## config.mk

```make
export PLATFORM = sky130hd
export DESIGN_NAME = lsb_serializer
export DESIGN_NICKNAME = d
export VERILOG_FILES = /design/src/rtl/lsb_serializer.sv
export SDC_FILE = /design/constraint.sdc
export NUM_CORES = 1
export LEC_CHECK = 0
export ABC_CLOCK_PERIOD_IN_PS = 3200
export CAP_MARGIN = 20
export CORE_AREA = 2 2 39 41
export CTS_BUF_LIST = sky130_fd_sc_hd__clkbuf_8
export DETAILED_ROUTE_END_ITERATION = 16
export DIE_AREA = 0 0 41 43
export HOLD_SLACK_MARGIN = 0.15
export PLACE_DENSITY = 0.69
export SYNTH_ARGS = -nofsm -noshare
export SYNTH_HDL_FRONTEND = slang
export SYNTH_SLANG_ARGS = --single-unit
export TNS_END_PERCENT = 100
```

## constraint.sdc

```tcl
create_clock -name t_clk -period 3.2 [get_ports t_clk]
set_input_delay 0.64 -clock t_clk [delete_from_list [all_inputs] [get_ports t_clk]]
set_output_delay 0.64 -clock t_clk [all_outputs]
set_load 0.02 [all_outputs]
```

## src/rtl/lsb_serializer.sv

```systemverilog
// lsb_serializer
//   Parallel-to-serial front end for the serial two's-complement converter.
//   Takes WIDTH-bit words over a valid/ready handshake and shifts them out
//   LSB first, one bit per t_clk cycle. ser_start marks each word's LSB
//   cycle and drives the converter's reset/start input. ser_last marks the
//   MSB cycle. A new word can be accepted on the MSB cycle of the current
//   word, so words can stream back-to-back with no gap.
//
// Ports
//   t_clk       rising-edge clock
//   r           synchronous active-high reset
//   load_valid  load_data holds a word to serialize
//   load_data   parallel word, bit 0 is sent first
//   load_ready  word can be accepted this cycle (combinational)
//   ser_bit     current serial bit (registered)
//   ser_start   high on the LSB cycle of each word (registered)
//   ser_last    high on the MSB cycle of each word (registered)
//   ser_valid   ser_bit carries word data (registered)

module lsb_serializer #(
    parameter int WIDTH = 4
) (
    input  logic             t_clk,
    input  logic             r,
    input  logic             load_valid,
    input  logic [WIDTH-1:0] load_data,
    output logic             load_ready,
    output logic             ser_bit,
    output logic             ser_start,
    output logic             ser_last,
    output logic             ser_valid
);

    localparam int CW = $clog2(WIDTH);
    localparam logic [CW-1:0] LAST_CNT = CW'(WIDTH - 1);

    generate
        if (WIDTH < 2 || WIDTH > 32) begin : g_bad_width
            $error("lsb_serializer: WIDTH must be in 2..32");
        end
    endgenerate

    typedef enum logic {
        IDLE  = 1'b0,
        SHIFT = 1'b1
    } state_t;

    state_t           r_state;
    state_t           w_state_nxt;
    logic [WIDTH-1:0] r_shreg;
    logic [WIDTH-1:0] w_shreg_nxt;
    logic [WIDTH-1:0] w_shifted;
    logic [CW-1:0]    r_cnt;
    logic [CW-1:0]    w_cnt_nxt;
    logic [CW-1:0]    w_cnt_inc;

    logic r_ser_bit,   w_bit_nxt;
    logic r_ser_start, w_start_nxt;
    logic r_ser_last,  w_last_nxt;
    logic r_ser_valid, w_valid_nxt;

    logic w_at_msb;
    logic w_accept;

    // The MSB cycle is the only SHIFT cycle in which a reload is allowed;
    // that is what makes gapless streaming possible.
    assign w_at_msb   = (r_state == SHIFT) && (r_cnt == LAST_CNT);
    assign load_ready = !r && ((r_state == IDLE) || w_at_msb);
    assign w_accept   = load_valid && load_ready;

    assign w_shifted = r_shreg >> 1;
    assign w_cnt_inc = r_cnt + CW'(1);

    // Next-state and next-output logic
    always_comb begin
        w_state_nxt = r_state;
        w_shreg_nxt = r_shreg;
        w_cnt_nxt   = r_cnt;
        w_bit_nxt   = 1'b0;
        w_start_nxt = 1'b0;
        w_last_nxt  = 1'b0;
        w_valid_nxt = 1'b0;

        case (r_state)
            IDLE: begin
                if (w_accept) begin
                    w_state_nxt = SHIFT;
                    w_shreg_nxt = load_data;
                    w_cnt_nxt   = '0;
                    w_bit_nxt   = load_data[0];
                    w_start_nxt = 1'b1;
                    w_valid_nxt = 1'b1;
                end
            end

            SHIFT: begin
                if (!w_at_msb) begin
                    w_cnt_nxt   = w_cnt_inc;
                    w_shreg_nxt = w_shifted;
                    w_bit_nxt   = w_shifted[0];
                    w_valid_nxt = 1'b1;
                    // Flag the MSB one cycle ahead so it lands registered.
                    w_last_nxt  = (w_cnt_inc == LAST_CNT);
                end else if (w_accept) begin
                    // Reload on the MSB cycle exactly as from IDLE.
                    w_state_nxt = SHIFT;
                    w_shreg_nxt = load_data;
                    w_cnt_nxt   = '0;
                    w_bit_nxt   = load_data[0];
                    w_start_nxt = 1'b1;
                    w_valid_nxt = 1'b1;
                end else begin
                    w_state_nxt = IDLE;
                    w_shreg_nxt = '0;
                    w_cnt_nxt   = '0;
                end
            end

            default: begin
                w_state_nxt = IDLE;
                w_shreg_nxt = '0;
                w_cnt_nxt   = '0;
            end
        endcase
    end

    // State and output registers
    always_ff @(posedge t_clk) begin
        if (r) begin
            r_state     <= IDLE;
            r_shreg     <= '0;
            r_cnt       <= '0;
            r_ser_bit   <= 1'b0;
            r_ser_start <= 1'b0;
            r_ser_last  <= 1'b0;
            r_ser_valid <= 1'b0;
        end else begin
            r_state     <= w_state_nxt;
            r_shreg     <= w_shreg_nxt;
            r_cnt       <= w_cnt_nxt;
            r_ser_bit   <= w_bit_nxt;
            r_ser_start <= w_start_nxt;
            r_ser_last  <= w_last_nxt;
            r_ser_valid <= w_valid_nxt;
        end
    end

    assign ser_bit   = r_ser_bit;
    assign ser_start = r_ser_start;
    assign ser_last  = r_ser_last;
    assign ser_valid = r_ser_valid;

endmodule
```

==> results.json <==
{
  "outcome": "finished, final reports clean",
  "synthesis.instances": 46,
  "die-width_um": 41,
  "slew_headroom": 0.771,
  "hold_class": "flop to flop",
  "most_used_cells_in_the_layout_excluding_fill_and_tap_cells": "clkdlybuf4s50_1 (11), dfxtp_1 (9), nor2_1 (7)",
  "worstPathMaxFanout": 2,
  "drtPass1Iterations": 2,
  "synth-seq-cells": 9,
  "hold_violations": 0,
  "layoutNonFillerInstCount": 74,
  "synth-async-reset-ratio": 0,
  "endpoint_arrival_time_on_the_critical_path_ps": 1770,
  "drcViolationCount": 0,
  "globalplace.congestion": 0.702,
  "worst-slew-pin-transition_ps": 343,
  "grt_pass1_vias": 308,
  "worst-path-buf-inv": 2,
  "end_kind": "output port",
  "setup-violations-final": 0,
  "timing.fmax_ghz": 0.416,
  "postRouteAntennaNets": 0,
  "cpPeakStageDelay_ps": 600,
  "final_period_minus_worst_setup_slack_ps": 2410,
  "period_share": 0.752,
  "number_of_buffers_added_by_the_clock_tree_synthesis_step": 3,
  "cts_tree": "done",
  "clk_skew_ps": 2.56,
  "clock-sinks": 9,
  "total_number_of_vias": 344,
  "timing.hold.worst_path_depth": 2,
  "design.core.area_sq_um": 1380,
  "crit_path_frequent_cell": "clkdlybuf4s50_1",
  "drtIter0Drc": 4,
  "i_o_pin_total": 12,
  "clock_pin_slew_reported_for_the_worst_setup_and_hold_paths_after_clock_tree_synthesis_ps": 40,
  "max_cap_violations": 0,
  "synth_flop_cell": "dfxtp_1",
  "mostFrequentLayoutCell": "clkdlybuf4s50_1",
  "clockRootBuffer": "clkbuf_8",
  "timing_max_transition_violations_final": 0,
  "crit_slowest_cell": "clkdlybuf4s50_1",
  "vias_per_cell": 4.65,
  "grt_pass1_wl_um": 1240,
  "nNetsFinal": 68,
  "cp_num_cells": 3,
  "footprint_of_the_multi_input_gates_sq_um": 219,
  "grt_usage": 0.107,
  "synth.avg_cell_area_sq_um": 9.66,
  "dp_cells": 70,
  "timing.critical_path.required_ps": 2560,
  "rsz0062_at_grt": "false",
  "initial_antenna_violation_count": 0,
  "cts-hold-fix-buffers": 0,
  "synth_cell_type_count": 21,
  "rr_worst_depth": 3,
  "timing.critical_path.max_delay_family": "buffers and inverters",
  "post_cts_buffers": 0,
  "mappedNetlistNets": 55,
  "nFillCells": 145,
  "share_of_layout_cells_above_drive_strength_1": 0.138,
  "biggest_area_contributors_in_the_synthesized_netlist": "dfxtp_1 (41%), nor2_1 (5.9%), a211oi_2 (5.6%)",
  "power.density_nw_per_um2": 494,
  "std_cell_rows": 14,
  "synth.largest_area_cell": "dfxtp_1",
  "criticalPathCategory": "input pin to output port",
  "leakage_nw": 0.237,
  "finalWirelength_um": 725,
  "post_synth_instance_area_sq_um": 444,
  "die-area_sq_um": 1760,
  "die_height_um": 43,
  "critPathLaunchType": "input pin",
  "synth_warnings": 0,
  "sum_of_internal_switching_and_leakage_power_mw": 0.291,
  "sequence_of_cells_on_the_critical_path": "clkdlybuf4s50_1 > nor2_1 > clkdlybuf4s50_1",
  "antenna_cells_inserted": 0,
  "cts_resized": 0,
  "dpl.hpwl_um": 520,
  "htreeDepth": 1,
  "routedWlPerCell_um": 9.80,
  "layout.area.seq_sq_um": 180,
  "setup-tns-final_ps": 0,
  "vdd_ir_drop_max_mv": 0.153,
  "area.growth.synth_to_final_pct": 32.7,
  "grt_max_degree": 11,
  "synth-edff-count": 0,
  "synth.yosys.seq_area_share": 0.406,
  "ctsLongestPathBuffers": 2,
  "overflow_after_grt": 0,
  "initial_utilization": 0.321,
  "clkLatencyLatePin_ps": 230,
  "synth.top_cell.area_share": 0.406,
  "port_buffers": 11
}
-- cells by family after synthesis --
logic type      after synthesis  share of synthesized area
fa+ha+maj                     2                     0.0563
mux                           1                     0.0225
simple gates                 18                      0.234
flops                         9                      0.406
buf+inv                       6                      0.101
compound gates               10                      0.180
-- Yosys cell counts, types with 2 or more instances --
cell / instances
dfxtp_1: 9
o21bai_1: 2
nor3b_1: 2
buf_6: 2
a211oi_2: 2
a32oi_1: 2
nor2_1: 7
inv_1: 2
a21oi_1: 3
ha_1: 2
buf_4: 2
nor3_1: 2
-- worst min-delay path: stages (launching register included) --
cell and delay (ps):
dfxtp_1 300, nand2_1 50, a21oi_1 50
-- metrics by stage --
stage / setup WS (ps) / cell area [sq um] / utilization / hold WS (ps)
after global routing: 722 / 589 / 0.426 / 497
after detailed placement: 793 / 544 / 0.393 / 453
after floorplan: 1470 / 444 / - / 432
after CTS: 784 / 589 / 0.426 / 460
after global placement: 805 / 544 / 0.393 / 446
final: 794 / 589 / 0.426 / 458
-- cell type report --
cell class                      count  share of cell area
Inverter                            2              0.0127
Clock buffer                        3              0.0701
Timing Repair Buffer               12               0.200
Tap cell                           16              0.0340
Sequential cell                     9               0.306
Multi-Input combinational cell     31               0.372
Clock inverter                      1             0.00637
-- report_power, final --
| part | internal, mW | switching, mW | leakage [nW] |
|---|---|---|---|
| combinational | 0.0230 | 0.0191 | 0.136 |
| clock | 0.0833 | 0.0418 | 0.0269 |
| sequential | 0.119 | 0.00491 | 0.0741 |
-- final timing paths --
| kind | from | endpoint | slack, ps |
|---|---|---|---|
| max | r | load_ready | 790 |
| min | r_shreg[1] | ser_bit | 460 |
| max reg2reg | ser_valid | r_shreg[2] | 2030 |
| min reg2reg | r_shreg[1] | ser_bit | 460 |
-- state kept, by name (all words and copies together) (netlist names) --
signal and flops:
r_cnt 2, ser_last 1, r_shreg 3, ser_valid 1, ser_bit 1, ser_start 1
-- per-layer routing --
metal  wire length, um  GRT usage
met1               356      0.136
met3                54     0.0471
met4                 5     0.0800
met2               308      0.134
met5                 0          0
(Power assumes the default switching activity.)
